File: src/rtl/adder_pkg.sv
// Shared types and default geometry for the pipelined add/subtract unit.
package adder_pkg;

  typedef enum logic {
    OP_ADD = 1'b0,
    OP_SUB = 1'b1
  } op_e;

  localparam int DEF_WIDTH      = 16;
  localparam int DEF_STAGE_BITS = 4;

endpackage

File: src/rtl/pipelined_adder_if.sv
// Valid/ready operand and result bundle for pipelined_adder.
interface pipelined_adder_if
  import adder_pkg::*;
#(
  parameter int WIDTH = DEF_WIDTH
) ();

  logic             in_valid;
  logic             in_ready;
  logic [WIDTH-1:0] op_a;
  logic [WIDTH-1:0] op_b;
  logic             carry_in;
  op_e              op;
  logic             out_valid;
  logic             out_ready;
  logic [WIDTH-1:0] sum;
  logic             carry_out;
  logic             overflow;

  modport master (
    output in_valid, op_a, op_b, carry_in, op, out_ready,
    input  in_ready, out_valid, sum, carry_out, overflow
  );

  modport slave (
    input  in_valid, op_a, op_b, carry_in, op, out_ready,
    output in_ready, out_valid, sum, carry_out, overflow
  );

endinterface

File: src/rtl/adder_slice.sv
// Combinational N-bit ripple adder built from per-bit full adders.
module adder_slice #(
  parameter int N = 4
) (
  input  logic [N-1:0] a,
  input  logic [N-1:0] b,
  input  logic         cin,
  output logic [N-1:0] sum,
  output logic         cout
);

  logic [N:0] c_s;

  // Full-adder chain: sum is the 3-input XOR, carry is the majority of a, b, carry.
  always_comb begin
    c_s    = '0;
    c_s[0] = cin;
    sum    = '0;
    for (int i = 0; i < N; i++) begin
      sum[i]   = a[i] ^ b[i] ^ c_s[i];
      c_s[i+1] = (a[i] & b[i]) | (a[i] & c_s[i]) | (b[i] & c_s[i]);
    end
    cout = c_s[N];
  end

endmodule

File: src/rtl/pipelined_adder_chk.sv
// Elaboration-time geometry check for pipelined_adder.
module pipelined_adder_chk
  import adder_pkg::*;
#(
  parameter int WIDTH      = DEF_WIDTH,
  parameter int STAGE_BITS = DEF_STAGE_BITS
) ();

  if (STAGE_BITS < 1 || (WIDTH % STAGE_BITS) != 0) begin : g_bad_geometry
    $error("pipelined_adder: WIDTH must be a positive multiple of STAGE_BITS");
  end

endmodule

File: src/rtl/pipelined_adder.sv
// Pipelined add/subtract: one STAGE_BITS slice per stage with the carry registered
// between stages; a single advance enable freezes the whole pipe under back-pressure.
module pipelined_adder
  import adder_pkg::*;
#(
  parameter int WIDTH      = DEF_WIDTH,
  parameter int STAGE_BITS = DEF_STAGE_BITS
) (
  input  logic             clk,
  input  logic             rst_n,
  pipelined_adder_if.slave bus
);

  localparam int STAGES = WIDTH / STAGE_BITS;
  localparam int PIPE   = (STAGES > 1) ? STAGES - 1 : 1;

  logic             adv_s;
  logic [WIDTH-1:0] b_prep_s;
  logic             c0_s;
  logic             valid_r [STAGES];
  logic             carry_r [STAGES];
  logic [WIDTH-1:0] sum_r   [STAGES];
  logic [WIDTH-1:0] a_r     [PIPE];
  logic [WIDTH-1:0] b_r     [PIPE];
  logic             ovf_r;

  pipelined_adder_chk #(.WIDTH(WIDTH), .STAGE_BITS(STAGE_BITS)) u_chk ();

  assign adv_s        = !valid_r[STAGES-1] || bus.out_ready;
  assign bus.in_ready = adv_s && rst_n;

  // Subtraction is A + ~B + 1, so the external carry is dropped in SUB mode.
  always_comb begin
    if (bus.op == OP_SUB) begin
      b_prep_s = ~bus.op_b;
      c0_s     = 1'b1;
    end else begin
      b_prep_s = bus.op_b;
      c0_s     = bus.carry_in;
    end
  end

  for (genvar k = 0; k < STAGES; k++) begin : g_stage
    logic [WIDTH-1:0]      a_in_s;
    logic [WIDTH-1:0]      b_in_s;
    logic [WIDTH-1:0]      sum_in_s;
    logic [WIDTH-1:0]      sum_nxt_s;
    logic                  c_in_s;
    logic                  v_in_s;
    logic [STAGE_BITS-1:0] slice_sum_s;
    logic                  slice_co_s;

    if (k == 0) begin : g_first
      assign a_in_s   = bus.op_a;
      assign b_in_s   = b_prep_s;
      assign c_in_s   = c0_s;
      assign v_in_s   = bus.in_valid && bus.in_ready;
      assign sum_in_s = '0;
    end else begin : g_next
      assign a_in_s   = a_r[k-1];
      assign b_in_s   = b_r[k-1];
      assign c_in_s   = carry_r[k-1];
      assign v_in_s   = valid_r[k-1];
      assign sum_in_s = sum_r[k-1];
    end

    adder_slice #(.N(STAGE_BITS)) u_slice (
      .a   (a_in_s[k*STAGE_BITS +: STAGE_BITS]),
      .b   (b_in_s[k*STAGE_BITS +: STAGE_BITS]),
      .cin (c_in_s),
      .sum (slice_sum_s),
      .cout(slice_co_s)
    );

    // Merge this stage's slice into the partial result carried from upstream.
    always_comb begin
      sum_nxt_s = sum_in_s;
      sum_nxt_s[k*STAGE_BITS +: STAGE_BITS] = slice_sum_s;
    end

    // Stage result, carry and valid advance together.
    always_ff @(posedge clk or negedge rst_n) begin
      if (!rst_n) begin
        valid_r[k] <= 1'b0;
        carry_r[k] <= 1'b0;
        sum_r[k]   <= '0;
      end else if (adv_s) begin
        valid_r[k] <= v_in_s;
        carry_r[k] <= slice_co_s;
        sum_r[k]   <= sum_nxt_s;
      end
    end

    if (k == STAGES - 1) begin : g_last
      logic ovf_nxt_s;
      logic unused_ab_s;

      assign ovf_nxt_s   = (a_in_s[WIDTH-1] == b_in_s[WIDTH-1]) &&
                           (slice_sum_s[STAGE_BITS-1] != a_in_s[WIDTH-1]);
      assign unused_ab_s = ^{a_in_s, b_in_s};

      // Signed overflow is only knowable once the top slice is resolved.
      always_ff @(posedge clk or negedge rst_n) begin
        if (!rst_n) begin
          ovf_r <= 1'b0;
        end else if (adv_s) begin
          ovf_r <= ovf_nxt_s;
        end
      end
    end else begin : g_fwd
      // Operands ride along so later stages can consume their upper slices.
      always_ff @(posedge clk or negedge rst_n) begin
        if (!rst_n) begin
          a_r[k] <= '0;
          b_r[k] <= '0;
        end else if (adv_s) begin
          a_r[k] <= a_in_s;
          b_r[k] <= b_in_s;
        end
      end
    end
  end

  assign bus.out_valid = valid_r[STAGES-1];
  assign bus.sum       = sum_r[STAGES-1];
  assign bus.carry_out = carry_r[STAGES-1];
  assign bus.overflow  = ovf_r;

endmodule

File: src/flat_wrapper.sv
// flat-port wrapper written by rule: the top's interface ports become plain ports
module pipelined_adder_flat import adder_pkg::*;
#(
  parameter int WIDTH      = DEF_WIDTH,
  parameter int STAGE_BITS = DEF_STAGE_BITS
)
  (clk, rst_n, bus_in_valid, bus_op_a, bus_op_b, bus_carry_in, bus_op, bus_out_ready, bus_in_ready, bus_out_valid, bus_sum, bus_carry_out, bus_overflow);
  pipelined_adder_if #(.WIDTH(WIDTH)) bus_i ();
  input  logic clk;
  input  logic rst_n;
  input wire logic [$bits(bus_i.in_valid)-1:0] bus_in_valid;
  input wire logic [$bits(bus_i.op_a)-1:0] bus_op_a;
  input wire logic [$bits(bus_i.op_b)-1:0] bus_op_b;
  input wire logic [$bits(bus_i.carry_in)-1:0] bus_carry_in;
  input wire logic [$bits(bus_i.op)-1:0] bus_op;
  input wire logic [$bits(bus_i.out_ready)-1:0] bus_out_ready;
  output wire logic [$bits(bus_i.in_ready)-1:0] bus_in_ready;
  output wire logic [$bits(bus_i.out_valid)-1:0] bus_out_valid;
  output wire logic [$bits(bus_i.sum)-1:0] bus_sum;
  output wire logic [$bits(bus_i.carry_out)-1:0] bus_carry_out;
  output wire logic [$bits(bus_i.overflow)-1:0] bus_overflow;
  assign bus_i.in_valid = bus_in_valid;
  assign bus_i.op_a = bus_op_a;
  assign bus_i.op_b = bus_op_b;
  assign bus_i.carry_in = bus_carry_in;
  assign bus_i.op = bus_op;
  assign bus_i.out_ready = bus_out_ready;
  assign bus_in_ready = bus_i.in_ready;
  assign bus_out_valid = bus_i.out_valid;
  assign bus_sum = bus_i.sum;
  assign bus_carry_out = bus_i.carry_out;
  assign bus_overflow = bus_i.overflow;
  pipelined_adder #(.WIDTH(WIDTH), .STAGE_BITS(STAGE_BITS)) u_core (.clk(clk), .rst_n(rst_n), .bus(bus_i));
endmodule
File: config.mk
export PLATFORM = sky130hd
export DESIGN_NAME = pipelined_adder_flat
export DESIGN_NICKNAME = d
export VERILOG_FILES = /design/src/rtl/adder_pkg.sv /design/src/rtl/pipelined_adder_if.sv /design/src/rtl/adder_slice.sv /design/src/rtl/pipelined_adder_chk.sv /design/src/rtl/pipelined_adder.sv /design/src/flat_wrapper.sv
export SDC_FILE = /design/constraint.sdc
export NUM_CORES = 1
export LEC_CHECK = 0
export CELL_PAD_IN_SITES_DETAIL_PLACEMENT = 0
export CELL_PAD_IN_SITES_GLOBAL_PLACEMENT = 1
export CORE_ASPECT_RATIO = 1.5
export CORE_MARGIN = 2
export CORE_UTILIZATION = 29
export CTS_CLUSTER_SIZE = 28
export DETAILED_ROUTE_END_ITERATION = 16
export MAX_ROUTING_LAYER = met4
export PLACE_DENSITY = 0.62
export SYNTH_ARGS = -nofsm -noshare
export SYNTH_HDL_FRONTEND = slang
export SYNTH_SLANG_ARGS = --single-unit
File: constraint.sdc
create_clock -name clk -period 3.2 [get_ports clk]
set_input_delay 0.48 -clock clk [delete_from_list [all_inputs] [get_ports clk]]
set_output_delay 0.48 -clock clk [all_outputs]
set_load 0.05 [all_outputs]
* Yosys cells after proc, flatten, opt, wreduce, memory -nomap -nowiden
Index checks and enable logic that the tools add are counted.
Operators by class: eq/ne operators 2, mux-type cells 2, bitwise gates (word level) 113, reduce and logical (&&, ||, !) cells 5
Operators with widths (count):
- AND 1 bit | 48
- bitwise OR 1 bit | 32
- XOR 1 bit | 32
- two-way mux 16 bit | 1
- NOT 16 bit | 1
- logical AND 1 bit | 3
- equality test 1 bit | 1
- zero test 1 bit | 1
- logical OR 1 bit | 1
- two-way mux 1 bit | 1
- != test 1 bit | 1
Word-level totals: bits in registers 145, input port bits 38, output and inout port bits 20

* Longest topological paths before layout
Gate-level depths: netlist of the first run.
depth after elaboration 14, depth in mapped cells 10, gate-level depth less buffers 9

* By module
From an unflattened synthesis of the first run, not the netlist that was laid out.
Second synthesis, totals: cell total of the unflattened synthesis 287, area, all modules 4329.2 µm²
By module, submodules not included:
- pipelined_adder | times used 1, cells an instance 231, area each 3858.7 µm², seq. area each 2427.3 µm²
- adder_slice | times used 4, cells an instance 14, area each 117.6 µm², seq. area each 0.0 µm²

* Worst setup path before layout of the first run
Ideal clock, no wire load.
kind input to register, start point input bus_op, end point register u_core.sum_r (netlist bit u_core.g_stage[1].sum_in_s[3]), setup time 0.125 ns, arrival 2.790 ns, required time 3.075 ns, slack 0.285 ns, cell stages on the path 10, buffers on the path 2, cells stage by stage buf_2 buf_4 or2_2 fa_1 fa_1 inv_1 fa_1 inv_1 fa_1 mux2_2
Between the ends: longest elaborated chain between the ends 11, elaborated cells between the ends (all ways) 19, those cells by class mux (2); bitwise (17)
Ends and longest elaborated chain:
- from (decl) | line flat_wrapper.sv:15 | input wire logic [$bits(bus_i.op)-1:0] bus_op;
- two-way mux 16 bit / two-way mux 1 bit (equally long branches) | line pipelined_adder.sv:34 | if (bus.op == OP_SUB) begin
- AND 1 bit | line adder_slice.sv:21 | c_s[i+1] = (a[i] & b[i]) | (a[i] & c_s[i]) | (b[i] & c_s[i]);
- bitwise OR 1 bit (2 in a row) | line adder_slice.sv:21
- AND 1 bit | line adder_slice.sv:21
- bitwise OR 1 bit (2 in a row) | line adder_slice.sv:21
- AND 1 bit | line adder_slice.sv:21
- bitwise OR 1 bit (2 in a row) | line adder_slice.sv:21
- XOR 1 bit * | line adder_slice.sv:20 | sum[i] = a[i] ^ b[i] ^ c_s[i];
- via u_core.g_stage[0].slice_sum_s[3] | line pipelined_adder.sv:50 | logic [STAGE_BITS-1:0] slice_sum_s;
- to (signal, indexed assignment) | line pipelined_adder.sv:90 | sum_r[k] <= sum_nxt_s;
- to (decl) | line pipelined_adder.sv:22 | logic [WIDTH-1:0] sum_r [STAGES];
The timed path passes the listed nets; every way through them passes the cells marked *. A chain may end at the register's enable or synchronous reset.

* Final worst setup path of the first run
Same ends and word-level chain as after synthesis.

==> results of run 1 <==
[through the flow]
stage,hold WS [ps],worst slack (ps)
2_1_floorplan,184,285
3_3_place_gp,418,-41.3
3_5_place_dp,424,-83.5
4_1_cts,54.3,280
5_1_grt,71.5,240
6_report,47.0,316
[where the power goes]
part	leakage (nW)	switching [mW]	total, mW	internal, mW
clock network	0.163	0.466	1.17	0.709
registers	1.14	0.287	2.04	1.75
logic	0.970	1.04	2.02	0.984
total	2.27	1.79	5.23	3.44
[synth_stat cells, drive strengths merged]
cell type / number
buf: 13
clkbuf: 2
dfrtp: 97
fa: 16
ha: 1
inv: 24
mux2: 82
mux2i: 4
nand2: 1
nand3b: 10
nor2b: 2
o21ai: 9
o31ai: 1
or2: 2
xnor2: 3
xor2: 14
[layout by cell type (no fill, tap or decap), drive strengths merged]
master	instances
buf	6
bufinv	2
clkbuf	10
clkdlybuf4s50	55
clkinv	4
dfrtp	97
fa	16
ha	1
inv	24
mux2	82
mux2i	4
nand2	1
nand3b	10
nor2b	2
o21ai	9
o31ai	1
or2	2
xnor2	3
xor2	14
[per-layer routing]
layer / routed length [µm] / share of wire [%] / up-vias
li1: - / - / 1050
met1: 2920 / 39 / 1176
met2: 4060 / 55 / 33
met3: 201 / 2.7 / 12
met4: 218 / 2.9 / 0
met5: 0 / 0 / -
[logic make-up after synthesis]
logic type	after synthesis	share of synthesized area, %
compound gates	10	1.23
xor+xnor	17	3.49
fa+ha+maj	17	7.79
buf+inv	39	4.80
flops	97	56.8
mux	86	23.4
simple gates	15	2.43
[how the worst max path moves through the flow]
stage	slack, ps	startpoint	endpoint
6_report	320	bus_op	u_core.g_stage[1].sum_in_s[3]$_DFFE_PN0N_
5_1_grt	240	bus_op	u_core.g_stage[1].sum_in_s[3]$_DFFE_PN0N_
4_1_cts	280	bus_op	u_core.g_stage[1].sum_in_s[3]$_DFFE_PN0N_
3_5_place_dp	-80	bus_op	u_core.g_stage[1].sum_in_s[3]$_DFFE_PN0N_
3_3_place_gp	-40	bus_op	u_core.g_stage[1].sum_in_s[3]$_DFFE_PN0N_
2_1_floorplan	290	bus_op	u_core.g_stage[1].sum_in_s[3]$_DFFE_PN0N_
[final cells by class]
class,instances,area [µm²]
clock inverters,6,91.3
inverters,24,90.1
clock buffers,10,239
multi-input cells,145,1650
well taps,196,245
flip-flops and latches,97,2430
repair buffers,61,621
fillers,1431,9100
[worst max-delay path, cell delays in order]
cell             delay, ps
clkdlybuf4s50_1        540
or2_2                  360
fa_1                   380
fa_1                   380
inv_1                   80
fa_1                   160
inv_1                   50
fa_1                   410
mux2_2                 260
[flip-flops by register name, summed over array words and instances (netlist names)]
name                     cells
u_core.g_stage.a_in_s       24
u_core.bus.carry_out         1
u_core.bus.overflow          1
u_core.g_stage.sum_in_s     24
u_core.bus.out_valid         1
u_core.g_stage.b_in_s       24
u_core.bus.sum              16
u_core.g_stage.c_in_s        3
u_core.g_stage.v_in_s        3
==> impl_metrics.toml, run 1 <==
[place]
numPortBuffers = 57
post-dp-hpwl_um = 5100
place_congestion = 0.673
dp_cells = 523
postPlaceCellArea_um2 = 5030

[grt]
use_met1_pct = 12.8
grt_pass1_wl_um = 12800
use_met3_pct = 1.28
gr-total-overflow = 0
first_global_vias = 2523
grt_usage_pct = 10.9
met2_usage_pct = 17.7
top_usage_layer = "met2"
grt_max_degree = 79
antenna_found_initial = 0

[outcome]
status = "complete, no violations"

[timing]
max_freq_ghz = 0.347
period_needed_ps = 2880
hold_viol_final = 0
worstMarginPinSlew_ps = 503
rsz0062_at_grt = "no"
fin_setup_tns_ps = 0
post-route-period-util_pct = 90.1
relSlewSlack_pct = 66.4
setup_viol = 0
fin_skew_ps = 9.50
maxSlewViolCount = 0

[worst_setup_path]
worstPathMaxFanout = 3
path_class = "input pin to flip-flop"
cp-start-kind = "input pin"
crit_arrival_ps = 3110
cp.required_ps = 3420
rr_endpoint = "u_core.bus.overflow$_DFFE_PN0N_"
rr_startpoint = "u_core.g_stage[3].c_in_s$_DFFE_PN0N_"
r2r_slack_ps = 560
ff2ff_path_depth = 9
endpoint_kind = "flip-flop"

[floorplan]
die_area_um2 = 15700
ioPinCount = 58
die_h_um = 153
core_area_um2 = 14500
row_count = 54
start_util_pct = 29.5
dieWidth_um = 103

[flow_run]
maxCapViolations = 0

[routing]
via_per_inst = 4.21
firstDrtPassIters = 3
drt_iter0_drc = 81
drcViolationCount = 0
via_count = 2271
drt_wl_total_um = 7400
avgRoutedWirePerCell_um = 13.7
ant_nets = 0

[logic_synthesis]
avgSynthCellArea_um2 = 15.2
ys_warn_count = 0
synthTopCellsByArea = "dfrtp_1 57%, mux2_2 19%, fa_1 7.5%, mux2_4 3.5%, xor2_1 2.9%"
synthCells = 281
synth_area_um2 = 4270
synth_seq_cells = 97
yosys.area.top_type_share_pct = 56.8
syn_nets = 336
synth-seq-area-share_pct = 56.8
yosys.area.top_type = "dfrtp_1"
synthDistinctLibCells = 20

[power_and_ir_drop]
power.total_mw = 5.23
leakagePower_nw = 2.27
ir_drop_mv = 0.377
power.density_nw_per_um2 = 976

[cts]
cts_setup_buffers = 0
cts_buffers = 9
clockBufferDepth = 2
ctsResizeCount = 0
cts_root_buffer = "clkbuf_16"
clkSinkCount = 97
cts_tree = "done"
cts_max_level = 3
worstSkewPairLatency_ps = 340
ctsHoldBuffers = 0
clk_pin_slew_ps = 60

[hold_path]
hold_path_class = "input pin to asynchronous set/reset pin"

[finish]
diodes = 0
final_area_um2 = 5360
final_net_count = 393
final_cells = 539
area_growth_pct = 25.5
drive_gt1_share_pct = 31.2
utilization_pct = 37.1
Power figures use the tool's default switching activity.
==> inputs of run 2 (changes only) <==
--- a/config.mk
+++ b/config.mk
@@ -17,3 +17,4 @@
 export SYNTH_ARGS = -nofsm -noshare
 export SYNTH_HDL_FRONTEND = slang
 export SYNTH_SLANG_ARGS = --single-unit
+export TNS_END_PERCENT = 20
==> results of run 2 <==
The final DEF is identical to that of run 1; final timing and power are the same.
==> inputs of run 3 (changes only) <==
--- a/config.mk
+++ b/config.mk
@@ -5,6 +5,7 @@
 export SDC_FILE = /design/constraint.sdc
 export NUM_CORES = 1
 export LEC_CHECK = 0
+export ABC_CLOCK_PERIOD_IN_PS = 3200
 export CELL_PAD_IN_SITES_DETAIL_PLACEMENT = 0
 export CELL_PAD_IN_SITES_GLOBAL_PLACEMENT = 1
 export CORE_ASPECT_RATIO = 1.5
@@ -17,4 +18,4 @@
 export SYNTH_ARGS = -nofsm -noshare
 export SYNTH_HDL_FRONTEND = slang
 export SYNTH_SLANG_ARGS = --single-unit
-export TNS_END_PERCENT = 20
+export TNS_END_PERCENT = 100
==> results of run 3 <==
The final DEF is identical to that of run 1; final timing and power are the same.
